**config.mk**
```make
export PLATFORM = sky130hd
export DESIGN_NAME = mtr_ramp_ctrl_flat
export DESIGN_NICKNAME = d
export VERILOG_FILES = /design/src/rtl/mtr_ramp_ctrl_if.sv /design/src/rtl/mtr_ramp_ctrl.sv /design/src/flat_wrapper.sv
export SDC_FILE = /design/constraint.sdc
export NUM_CORES = 1
export LEC_CHECK = 0
export CAP_MARGIN = 20
export CORE_MARGIN = 2
export CORE_UTILIZATION = 55
export DETAILED_ROUTE_END_ITERATION = 8
export MAX_ROUTING_LAYER = met4
export PLACE_DENSITY = 0.86
export SLEW_MARGIN = 5
export SYNTH_ARGS = -nofsm -noshare
export SYNTH_HDL_FRONTEND = slang
export SYNTH_SLANG_ARGS = --single-unit
```
**constraint.sdc**
```tcl
create_clock -name clk -period 14.8 [get_ports clk]
set_input_delay 2.96 -clock clk [delete_from_list [all_inputs] [get_ports clk]]
set_output_delay 2.96 -clock clk [all_outputs]
set_load 0.05 [all_outputs]
```
**src/rtl/mtr_ramp_ctrl_if.sv**
```systemverilog
// mtr_ramp_ctrl_if: speed command bundle between navigation and the ramp controller.
// master = navigation side, slave = ramp controller.
interface mtr_ramp_ctrl_if;
    logic               go;
    logic               estop;
    logic signed [11:0] lft_tgt;
    logic signed [11:0] rght_tgt;
    logic signed [11:0] lft_spd;
    logic signed [11:0] rght_spd;
    logic               at_speed;
    logic               ramping;
    logic               fault;

    modport master (
        output go, estop, lft_tgt, rght_tgt,
        input  lft_spd, rght_spd, at_speed, ramping, fault
    );

    modport slave (
        input  go, estop, lft_tgt, rght_tgt,
        output lft_spd, rght_spd, at_speed, ramping, fault
    );
endinterface

```
**src/rtl/mtr_ramp_ctrl.sv**
```systemverilog
// mtr_ramp_ctrl: slew-limited left/right speed sequencer with run/stop/estop.
// MTR_RAMP_BRAKE_EN: ramp to zero at BRAKE_STEP in ESTOP instead of clearing.
module mtr_ramp_ctrl #(
    parameter int unsigned STEP       = 16,
    parameter int unsigned BRAKE_STEP = 64,
    parameter int unsigned TICK_DIV   = 4096
) (
    input logic             clk,
    input logic             rst_n,
    mtr_ramp_ctrl_if.slave  bus
);

    localparam int unsigned CW = (TICK_DIV > 2) ? $clog2(TICK_DIV) : 1;
    localparam logic [CW-1:0] LAST = CW'(TICK_DIV - 1);
    localparam logic [12:0] S_RUN = 13'(STEP);
    localparam logic [12:0] S_BRK = 13'(BRAKE_STEP);

    typedef enum logic [1:0] {
        IDLE,
        RUN,
        STOP,
        ESTOP
    } state_t;

    state_t             state;
    state_t             nxt;
    logic [CW-1:0]      cnt;
    logic signed [11:0] lft_q;
    logic signed [11:0] rght_q;
    logic signed [11:0] lft_d;
    logic signed [11:0] rght_d;
    logic [12:0]        sz;
    logic               zero;
    logic               chg;
    logic               cnt_en;
    logic               tick;

    // Saturating move of cur toward d by at most s, in 13-bit arithmetic.
    function automatic logic signed [11:0] step_to(
        input logic signed [11:0] d,
        input logic signed [11:0] cur,
        input logic [12:0]        s
    );
        logic signed [12:0] diff;
        logic [12:0]        mag;
        logic [12:0]        c13;
        logic [12:0]        res;
        diff = {d[11], d} - {cur[11], cur};
        mag  = diff[12] ? 13'(-diff) : 13'(diff);
        c13  = {cur[11], cur};
        res  = diff[12] ? (c13 - s) : (c13 + s);
        if (mag <= s)
            step_to = d;
        else
            step_to = $signed(res[11:0]);
    endfunction

    always_comb begin
        zero = (lft_q == 12'sd0) && (rght_q == 12'sd0);
    end

    always_ff @(posedge clk or negedge rst_n) begin
        if (!rst_n)
            state <= IDLE;
        else
            state <= nxt;
    end

    always_comb begin
        nxt = state;
        if (bus.estop) begin
            nxt = ESTOP;
        end else begin
            unique case (state)
                IDLE:  if (bus.go) nxt = RUN;
                RUN:   if (!bus.go) nxt = STOP;
                STOP: begin
                    if (bus.go)
                        nxt = RUN;
                    else if (zero)
                        nxt = IDLE;
                end
                ESTOP: if (!bus.go && zero) nxt = IDLE;
                default: nxt = IDLE;
            endcase
        end
    end

    always_comb begin
        lft_d  = 12'sd0;
        rght_d = 12'sd0;
        sz     = S_RUN;
        cnt_en = 1'b0;
        unique case (state)
            RUN: begin
                lft_d  = bus.lft_tgt;
                rght_d = bus.rght_tgt;
                cnt_en = 1'b1;
            end
            STOP: cnt_en = 1'b1;
            ESTOP: begin
                sz = S_BRK;
`ifdef MTR_RAMP_BRAKE_EN
                cnt_en = 1'b1;
`else
                cnt_en = 1'b0;
`endif
            end
            default: cnt_en = 1'b0;
        endcase
        chg  = (nxt != state);
        tick = cnt_en && (cnt == LAST);
    end

    always_ff @(posedge clk or negedge rst_n) begin
        if (!rst_n)
            cnt <= '0;
        else if (chg || !cnt_en || tick)
            cnt <= '0;
        else
            cnt <= cnt + 1'b1;
    end

    always_ff @(posedge clk or negedge rst_n) begin
        if (!rst_n) begin
            lft_q  <= 12'sd0;
            rght_q <= 12'sd0;
        end
`ifndef MTR_RAMP_BRAKE_EN
        // Hard stop: the edge entering ESTOP zeroes both channels.
        else if (nxt == ESTOP) begin
            lft_q  <= 12'sd0;
            rght_q <= 12'sd0;
        end
`endif
        else if (tick) begin
            lft_q  <= step_to(lft_d, lft_q, sz);
            rght_q <= step_to(rght_d, rght_q, sz);
        end
    end

    assign bus.lft_spd  = lft_q;
    assign bus.rght_spd = rght_q;
    assign bus.at_speed = (state == RUN) &&
                          (lft_q == bus.lft_tgt) &&
                          (rght_q == bus.rght_tgt);
    assign bus.ramping  = (state != IDLE) &&
                          ((lft_q != lft_d) || (rght_q != rght_d));
    assign bus.fault    = (state == ESTOP);

endmodule

```
**src/flat_wrapper.sv**
```systemverilog
// flat-port wrapper written by rule: the top's interface ports become plain ports
module mtr_ramp_ctrl_flat 
#(
    parameter int unsigned STEP       = 16,
    parameter int unsigned BRAKE_STEP = 64,
    parameter int unsigned TICK_DIV   = 4096
)
  (clk, rst_n, bus_go, bus_estop, bus_lft_tgt, bus_rght_tgt, bus_lft_spd, bus_rght_spd, bus_at_speed, bus_ramping, bus_fault);
  mtr_ramp_ctrl_if bus_i ();
  input logic clk;
  input logic rst_n;
  input wire logic [$bits(bus_i.go)-1:0] bus_go;
  input wire logic [$bits(bus_i.estop)-1:0] bus_estop;
  input wire logic [$bits(bus_i.lft_tgt)-1:0] bus_lft_tgt;
  input wire logic [$bits(bus_i.rght_tgt)-1:0] bus_rght_tgt;
  output wire logic [$bits(bus_i.lft_spd)-1:0] bus_lft_spd;
  output wire logic [$bits(bus_i.rght_spd)-1:0] bus_rght_spd;
  output wire logic [$bits(bus_i.at_speed)-1:0] bus_at_speed;
  output wire logic [$bits(bus_i.ramping)-1:0] bus_ramping;
  output wire logic [$bits(bus_i.fault)-1:0] bus_fault;
  assign bus_i.go = bus_go;
  assign bus_i.estop = bus_estop;
  assign bus_i.lft_tgt = bus_lft_tgt;
  assign bus_i.rght_tgt = bus_rght_tgt;
  assign bus_lft_spd = bus_i.lft_spd;
  assign bus_rght_spd = bus_i.rght_spd;
  assign bus_at_speed = bus_i.at_speed;
  assign bus_ramping = bus_i.ramping;
  assign bus_fault = bus_i.fault;
  mtr_ramp_ctrl #(.STEP(STEP), .BRAKE_STEP(BRAKE_STEP), .TICK_DIV(TICK_DIV)) u_core (.clk(clk), .rst_n(rst_n), .bus(bus_i));
endmodule
```
==> out/metrics.yaml, run 1 <==
status: "finished, final reports clean"
die_area_um2: 9250
grt_pass1_vias: 4569
ant_nets: 0
fin_nets: 687
synth_top_family_by_area: "compound AO/OA/AOI/OAI gates"
setup_viol: 0
cts-resized-gates: 0
fillers: 660
ys_top_cells_by_area: "dfrtp_1 20%, ha_1 12%, xnor2_1 7.1%, xor2_1 5.1%, nor2_1 3.5%"
synth_ff_type: "dfrtp_1"
post_synth_mux_area_share_pct: 1.45
preCtsSetupSlack_ps: 5580
first_iter_violations: 343
viasPerCell: 6.61
routedWlPerCell_um: 19.1
synth_most_common_cell: "ha_1"
yosysSeqAreaShare_pct: 20.4
grt_usage_pct: 31.2
start_util_pct: 56.8
tightest_slew_ps: 897
rows: 33
clk_pin_slew_ps: 80
syn-instance-count: 569
async_flop_share_pct: 100
die_h_um: 96.2
min_from: "u_core.cnt[0]$_DFF_PN0_"
skew_ps: 7.48
crit_chain: "clkdlybuf4s50_1, and2_1, ha_1, inv_1, nor3_1, nand4_1, or4_1, nor4_1, a41oi_1, clkdlybuf4s50_1"
num_vias: 4758
hold_class: "flop to flop"
synth_common_cells: "44 x ha_1, 43 x nor2_1, 42 x inv_1"
period_share_pct: 62.4
synth_compound_area_share_pct: 25.2
synth_fp_nets: 643
drive_gt1_share_pct: 4.89
syn-cell-area_um2: 4670
drc_errors: 0
worstRegToRegCells: 22
leakage_nw: 2.43
crit_buf_inv: 3
cp_common_cell: "clkdlybuf4s50_1"
stdcell_area_um2: 5400
placed_area_um2: 5260
synth_area_leader_cell: "dfrtp_1"
avgSynthCellArea_um2: 8.21
cts_hold_buf: 0
numPortBuffers: 54
whs_path_depth: 1
total_power_mw: 0.688
synth_seq_cells: 38
irDropWorstVdd_mv: 0.0803
insertion_delay_ps: 290
power_density_nw_per_um2: 127
globalplace.congestion: 1.05
fmax_ghz: 0.108
synth-adder-area-share_pct: 12.9
clk_path_buf_depth: 2
maxCapViolCount: 0
synth_edf_count: 0
seq_area_um2: 951
finalNonFillerCells: 720
synth-simple-area-share_pct: 22.4
finalHoldViolCount: 0
die_x_um: 96.2
tritoncts: "built"
worstPathArrival_ps: 6280
dpl.cell_count: 711
cp_num_cells: 10
max_stage_delay_ps: 740
clock_sinks: 38
wirelength_mm: 13.7
ioPinCount: 55
r2r-start: "u_core.state[1]$_DFF_PN0_"
multi_input_area_um2: 3460
dr.pass1.iters: 5
cpMaxStageDelayCell: "clkdlybuf4s50_1"
tns_ps: 0
grt_pass1_wl_mm: 22.0
timing.hold.ws_ps: 488
crit_type: "input pin to output pin"
cp_max_fo: 7
cts_max_level: 2
fin_util_pct: 65.7
relSlewSlack_pct: 40.2
overflow: 0
rsz0062_at_grt: "no"
worst_slack_ps: 5560
syn2layout_area_growth_pct: 15.6
cts_buffers: 5
synth_cell_type_count: 76
core_um2: 8220
cts_setup_buffers: 0
hpwlAfterDp_mm: 10.6
cts-root-buf: "clkbuf_8"
startpoint: "bus_lft_tgt[9]"
finalCriticalPeriod_ps: 9240
worstSetupEndpointType: "output pin"
grt_antenna_before_repair: 1
synth_top_area_share_pct: 20.4
finalMaxSlewViolations: 0
required_ps: 11840
yosysWarnings: 0
crit_path_start_kind: "input pin"
cp_top_family: "simple AND/OR/NAND/NOR gates"
grt_max_degree: 39
synth_xor_area_share_pct: 12.2
## layout make-up
type                            count  area share (%)
Clock inverter                      3            1.27
Sequential cell                    38            17.6
Timing Repair Buffer               55            10.1
Inverter                           44            3.15
Antenna cell                        1          0.0463
Clock buffer                        5            1.27
Tap cell                          105            2.43
Multi-Input combinational cell    469            64.2
## path summary, 6_finish.rpt
path | to | slack (ps)
max | bus_ramping | 5560
min | u_core.cnt[0]$_DFF_PN0_ | 490
min in group asynchronous | u_core.cnt[5]$_DFF_PN0_ | 2790
min reg2reg | u_core.cnt[0]$_DFF_PN0_ | 490
max in group asynchronous | u_core.bus.lft_spd[0]$_DFFE_PN0P_ | 11450
max reg2reg | u_core.bus.lft_spd[7]$_DFFE_PN0P_ | 8970
## logic make-up (layout without fill, tap and decap cells)
family	Yosys count	after routing
buffers and inverters	62	107
adders and majority gates	47	47
AOI/OAI and AO/OA	153	153
and+or+nand+nor	198	198
DFF	38	38
xor gates and xnor gates	65	65
other	0	1
muxes	6	6
## worst register-to-register path, stage by stage (launching register included)
cell	delay (ps)
dfrtp_1	430
inv_1	110
ha_1	280
buf_4	280
nand2_1	120
ha_1	180
inv_1	70
fa_1	410
a21o_1	220
a311o_1	400
or3_1	390
a311o_1	380
a2bb2oi_2	250
clkinv_4	140
o21ai_0	120
xor2_1	180
ha_1	310
a32o_1	190
nand2_1	70
nor3_2	170
o32ai_2	140
nor3_2	610
a221o_1	320
## sequential cells by signal, summed over array words and instances, names as in the netlist
signal,flops
u_core.cnt,12
u_core.bus.lft_spd,12
u_core.bus.rght_spd,12
u_core.state,2
## report_power, final
group          switching [mW]  internal [mW]
clock network          0.0413         0.0676
logic                   0.286          0.183
registers             0.00382          0.107
## cells in the final DEF, fill, tap and decap left out, types with 4 or more instances in the layout
cell type / n
and3_1: 20
and2_1: 19
nand3_1: 14
o21a_1: 9
nand2b_1: 4
a211oi_1: 8
nor3_1: 18
xnor2_1: 38
nor2_1: 43
o211ai_1: 4
inv_1: 42
a221o_1: 15
nand4_1: 9
o311ai_0: 4
clkdlybuf4s50_1: 53
nand3b_1: 4
o21ai_0: 18
ha_1: 44
xor2_1: 27
o31ai_1: 6
a2bb2o_1: 4
a21oi_1: 29
or3_1: 4
nor4_1: 10
a22o_1: 4
a21o_1: 8
nand2_1: 34
and3b_1: 4
a211o_1: 5
clkbuf_8: 5
dfrtp_1: 38
nor2b_1: 4
## layer usage
layer / wire [um] / GRT usage [%] / vias to the layer above
met5: 0 / - / -
met4: 559 / 12.0 / 0
met3: 1190 / 5.79 / 56
met2: 6270 / 49.3 / 257
met1: 5730 / 39.7 / 2251
li1: - / - / 2194
(Power assumes the default switching activity.)
==> run 2: changes to the inputs <==
==> constraint.sdc (replaced) <==
create_clock -name clk -period 9.46 [get_ports clk]
set_input_delay 1.892 -clock clk [delete_from_list [all_inputs] [get_ports clk]]
set_output_delay 1.892 -clock clk [all_outputs]
set_load 0.05 [all_outputs]
==> out/metrics.yaml, run 2 (same netlist as run 1, synthesis figures left out) <==
ant_nets: 0  # unchanged
die_x_um: 96.2  # unchanged
rsz0062_at_grt: "no"  # unchanged
final_cell_mix: "53 x clkdlybuf4s50_1, 44 x ha_1, 43 x nor2_1"  # unchanged
drc_errors: 0  # unchanged
grt_max_degree: 39  # unchanged
overflow: 0  # unchanged
insertion_delay_ps: 300  # was 290 ps
cts_setup_buffers: 0  # unchanged
die_h_um: 96.2  # unchanged
viasPerCell: 6.57  # was 6.61
dr.pass1.iters: 5  # unchanged
crit_chain: "clkdlybuf4s50_1, and2_1, ha_1, inv_1, nor3_1, nand4_1, or4_1, nor4_1, a41oi_1, clkdlybuf4s50_1"  # unchanged
crit_type: "input pin to output pin"  # unchanged
stdcell_area_um2: 5360  # was 5400 um^2
setup_viol: 0  # unchanged
grt_pass1_vias: 4451  # was 4,569
power_density_nw_per_um2: 191  # was 127 nW/um^2
fin_nets: 688  # was 687
seq_area_um2: 951  # unchanged
num_vias: 4727  # was 4,758
leakage_nw: 2.41  # was 2.43 nW
finalMaxSlewViolations: 0  # unchanged
syn2layout_area_growth_pct: 14.7  # was 15.6%
worstRegToRegCells: 22  # unchanged
relSlewSlack_pct: 40.6  # was 40.2%
ioPinCount: 55  # unchanged
dr_wl_met3_mm: 1.12  # was 1.19 mm
min_from: "u_core.cnt[0]$_DFF_PN0_"  # unchanged
required_ps: 7570  # was 11,840 ps
hold_path_end: "u_core.cnt[0]$_DFF_PN0_"  # unchanged
cts_hold_buf: 0  # unchanged
wl_met1_mm: 6.04  # was 5.73 mm
core_um2: 8220  # unchanged
fillers: 663  # was 660
hpwlAfterDp_mm: 10.5  # was 10.6 mm
fmax_ghz: 0.141
cts-resized-gates: 0  # unchanged
finalCriticalPeriod_ps: 7070
tns_ps: 0  # unchanged
status: "finished, final reports clean"  # unchanged
cp_top_family: "simple AND/OR/NAND/NOR gates"  # unchanged
cp_max_fo: 7  # unchanged
antennaDiodeCount: 0  # was 1
max_stage_delay_ps: 740  # about the same
r2r-start: "u_core.state[1]$_DFF_PN0_"  # unchanged
preCtsSetupSlack_ps: 2460  # was 5580 ps
clk_pin_slew_ps: 80  # about the same
numPortBuffers: 54  # unchanged
multi_input_area_um2: 3460  # about the same
cp_common_cell: "clkdlybuf4s50_1"  # unchanged
grt_antenna_before_repair: 0  # was 1
tightest_slew_ps: 891  # was 897 ps
worstSetupEndpointType: "output pin"  # unchanged
tritoncts: "built"  # unchanged
final_common_cell: "clkdlybuf4s50_1"  # unchanged
r2r_end: "u_core.bus.lft_spd[6]$_DFFE_PN0P_"  # was u_core.bus.lft_spd[7]$_DFFE_PN0P_
first_iter_violations: 456  # was 343
irDropWorstVdd_mv: 0.101  # was 0.0803 mV
hold_class: "flop to flop"  # unchanged
crit_buf_inv: 3  # unchanged
wirelength_mm: 13.7  # about the same
globalplace.congestion: 1.11  # was 1.05
maxCapViolCount: 0  # unchanged
cts-root-buf: "clkbuf_8"  # unchanged
finalHoldViolCount: 0  # unchanged
total_power_mw: 1.02  # was 0.688 mW
r2r_slack_ps: 3710  # was 8970 ps
drive_gt1_share_pct: 4.88  # was 4.89%
routedWlPerCell_um: 19.0  # was 19.1 um
wl_met2_mm: 6.16  # was 6.27 mm
clock_sinks: 38  # unchanged
cts_max_level: 2  # unchanged
grt_usage_pct: 31.6  # was 31.2%
whs_path_depth: 1  # unchanged
skew_ps: 8.35  # was 7.48 ps
cts_buffers: 5  # unchanged
top_layer: "met4"  # unchanged
rows: 33  # unchanged
period_share_pct: 74.7
worstPathArrival_ps: 5180  # was 6280 ps
placed_area_um2: 5260  # unchanged
start_util_pct: 56.8  # unchanged
clk_path_buf_depth: 2  # unchanged
grt_pass1_wl_mm: 22.1  # was 22.0 mm
worst_slack_ps: 2390  # was 5560 ps
crit_path_start_kind: "input pin"  # unchanged
cpMaxStageDelayCell: "clkdlybuf4s50_1"  # unchanged
die_area_um2: 9250  # unchanged
-- run 2: power breakdown --
group	switching [mW]	leakage [nW]	internal, mW
clock	0.0640	0.0472	0.0587
combinational	0.439	1.84	0.286
sequential	0.00657	0.524	0.167
total	0.510	2.41	0.511
-- run 2: worst max path at each step --
stage	startpoint	end	cells past startpoint
after CTS	bus_lft_tgt[9]	bus_ramping	10
after global placement	bus_lft_tgt[9]	bus_ramping	10
final	bus_lft_tgt[9]	bus_ramping	10
after detailed placement	bus_lft_tgt[9]	bus_ramping	10
after global routing	bus_lft_tgt[9]	bus_ramping	10
after floorplan	bus_lft_tgt[0]	u_core.bus.lft_spd[11]$_DFFE_PN0P_	20
-- run 2: area by class of cell --
class,instances,share of cell area [%]
repair buffers,56,10.2
well taps,105,2.45
clock inverters,2,0.234
inverters,44,3.18
multi-input cells,469,64.6
clock buffers,6,1.54
flip-flops and latches,38,17.8
-- run 2: layer usage --
metal,global-route usage [%],vias to the layer above
met5,-,-
met1,43.5,2279
met2,48.3,221
met4,10.1,0
li1,-,2196
met3,3.76,31
-- run 2: metrics by stage --
stage / hold slack (ps) / cells / utilization, %
2_1_floorplan: 455 / 569 / -
5_1_grt: 532 / 720 / 65.2
3_5_place_dp: 487 / 711 / 64.0
4_1_cts: 498 / 719 / 65.1
6_report: 494 / 720 / 65.2
3_3_place_gp: 477 / 711 / 64.0
==> run 3: changes to the inputs <==
==> constraint.sdc (replaced) <==
create_clock -name clk -period 7.1 [get_ports clk]
set_input_delay 1.42 -clock clk [delete_from_list [all_inputs] [get_ports clk]]
set_output_delay 1.42 -clock clk [all_outputs]
set_load 0.05 [all_outputs]
==> out/metrics.yaml, run 3 (same netlist as run 1, synthesis figures left out) <==
status: "finished, final reports clean"  # unchanged
worstPathArrival_ps: 5000  # was 5180 ps
clock_sinks: 38  # unchanged
die_h_um: 96.2  # unchanged
r2r_end: "u_core.bus.lft_spd[11]$_DFFE_PN0P_"  # was u_core.bus.lft_spd[6]$_DFFE_PN0P_
finalCriticalPeriod_ps: 6420
p_sw_share_pct: 48.6  # was 49.9%
hold_class: "flop to flop"  # unchanged
fmax_ghz: 0.156
grt_usage_pct: 30.8  # was 31.6%
cts-root-buf: "clkbuf_8"  # unchanged
cts-resized-gates: 0  # unchanged
core_um2: 8220  # unchanged
numPortBuffers: 54  # unchanged
cts_hold_buf: 0  # unchanged
drive_gt1_share_pct: 4.88  # unchanged
tns_ps: 0  # unchanged
first_iter_violations: 276  # was 456
r2r_slack_ps: 1410  # was 3710 ps
required_ps: 5680  # was 7570 ps
overflow: 0  # unchanged
irDropWorstVdd_mv: 0.176  # was 0.101 mV
preCtsSetupSlack_ps: 759  # was 2460 ps
ant_nets: 0  # unchanged
skew_ps: 4.40  # was 8.35 ps
leakage_nw: 2.42  # was 2.41 nW
startpoint: "bus_lft_tgt[9]"  # unchanged
relSlewSlack_pct: 35.8  # was 40.6%
rows: 33  # unchanged
grt_pass1_vias: 4428  # was 4,451
start_util_pct: 56.8  # unchanged
final_cell_mix: "53 x clkdlybuf4s50_1, 44 x ha_1, 43 x nor2_1"  # unchanged
grt_antenna_before_repair: 0  # unchanged
timing.hold.ws_ps: 482  # was 494 ps
power_switching_mw: 0.669  # was 0.510 mW
viasPerCell: 6.40  # was 6.57
cts_max_level: 2  # unchanged
cp_max_fo: 7  # unchanged
r2r-start: "u_core.state[1]$_DFF_PN0_"  # unchanged
die_x_um: 96.2  # unchanged
clk_path_buf_depth: 2  # unchanged
routedWlPerCell_um: 18.5  # was 19.0 um
wirelength_mm: 13.3  # was 13.7 mm
crit_path_start_kind: "input pin"  # unchanged
fillers: 690  # was 663
syn2layout_area_growth_pct: 15.1  # was 14.7%
worstSetupEndpointType: "output pin"  # unchanged
finalMaxSlewViolations: 0  # unchanged
total_power_mw: 1.38  # was 1.02 mW
cts_buffers: 5  # unchanged
setup_viol: 0  # unchanged
power_density_nw_per_um2: 256  # was 191 nW/um^2
clk_pin_slew_ps: 80  # about the same
p_seq_share_pct: 16.7  # was 17.0%
num_vias: 4607  # was 4,727
crit_end: "bus_ramping"  # unchanged
dpl.cell_count: 712  # was 711
rsz0062_at_grt: "no"  # unchanged
final_common_cell: "clkdlybuf4s50_1"  # unchanged
period_share_pct: 90.5
clkPwrFrac_pct: 13.8  # was 12.0%
tritoncts: "built"  # unchanged
tightest_slew_ps: 962  # was 891 ps
worst_slack_ps: 678  # was 2390 ps
cts_setup_buffers: 0  # unchanged
finalNonFillerCells: 720  # unchanged
hpwlAfterDp_mm: 10.4  # was 10.5 mm
antennaDiodeCount: 0  # unchanged
insertion_delay_ps: 300  # about the same
grt_pass1_wl_mm: 21.5  # was 22.1 mm
drc_errors: 0  # unchanged
crit_type: "input pin to output pin"  # unchanged
fin_nets: 688  # unchanged
maxCapViolCount: 0  # unchanged
globalplace.congestion: 0.982  # was 1.11
grt_max_degree: 39  # unchanged
finalHoldViolCount: 0  # unchanged
dr.pass1.iters: 4  # was 5
power_frac_comb_pct: 69.5  # was 71.0%
worstRegToRegCells: 19  # was 22
p_int_mw: 0.706  # was 0.511 mW
ioPinCount: 55  # unchanged
die_area_um2: 9250  # unchanged
run 3: cell count changes in the layout (fill, tap and decap cells not counted):
cell | previous run | this run
clkinv_2 | 1 | 0
clkinvlp_4 | 1 | 2
clkbuf_8 | 6 | 5
bufinv_16 | 0 | 1
buf_4 | 1 | 2
buf_2 | 2 | 1
run 3: metal layers:
metal | vias to the layer above | part of all wire [%] | GRT usage (%)
li1 | 2189 | - | -
met1 | 2194 | 44 | 40.9
met2 | 188 | 46 | 48.1
met3 | 36 | 6.9 | 3.92
met4 | 0 | 3.1 | 11.2
met5 | - | 0 | -
run 3: worst min path at each step:
| stage | from | to | slack [ps] | cells after the start |
|---|---|---|---|---|
| finish | u_core.cnt[0]$_DFF_PN0_ | u_core.cnt[0]$_DFF_PN0_ | 480 | 1 |
| global route | u_core.cnt[0]$_DFF_PN0_ | u_core.cnt[0]$_DFF_PN0_ | 510 | 1 |
| CTS | u_core.cnt[0]$_DFF_PN0_ | u_core.cnt[0]$_DFF_PN0_ | 490 | 1 |
| detailed placement | u_core.cnt[0]$_DFF_PN0_ | u_core.cnt[0]$_DFF_PN0_ | 480 | 1 |
| global placement | u_core.cnt[0]$_DFF_PN0_ | u_core.cnt[0]$_DFF_PN0_ | 470 | 1 |
| floorplan | u_core.cnt[0]$_DFF_PN0_ | u_core.cnt[0]$_DFF_PN0_ | 450 | 1 |
run 3: layout make-up:
class                           count  area (um^2)  area share, %
Timing Repair Buffer               56          551           10.2
Clock inverter                      3         45.0          0.838
Tap cell                          105          131           2.44
Multi-Input combinational cell    469         3460           64.3
Sequential cell                    38          951           17.7
Clock buffer                        5         68.8           1.28
Inverter                           44          170           3.16
run 3: worst max-delay path: stages:
cell and delay [ps]:
clkdlybuf4s50_1 460, and2_1 190, ha_1 400, inv_1 120, nor3_1 450, nand4_1 140
or4_1 520, nor4_1 360, a41oi_1 200, clkdlybuf4s50_1 730
run 3: metrics by stage:
step	util, %	area [um^2]
after floorplan	-	4670
after global placement	64.0	5260
after detailed placement	64.0	5260
after CTS	65.4	5380
after global routing	65.4	5380
final	65.4	5380
run 3: power groups by stage:
stage	Sequential (mW)	Clock [mW]	Combinational [mW]
floorplan	0.233	0	0.734
global placement	0.234	0	0.900
detailed placement	0.234	0	0.933
CTS	0.230	0.191	0.939
global route	0.231	0.198	1.06
finish	0.230	0.190	0.956
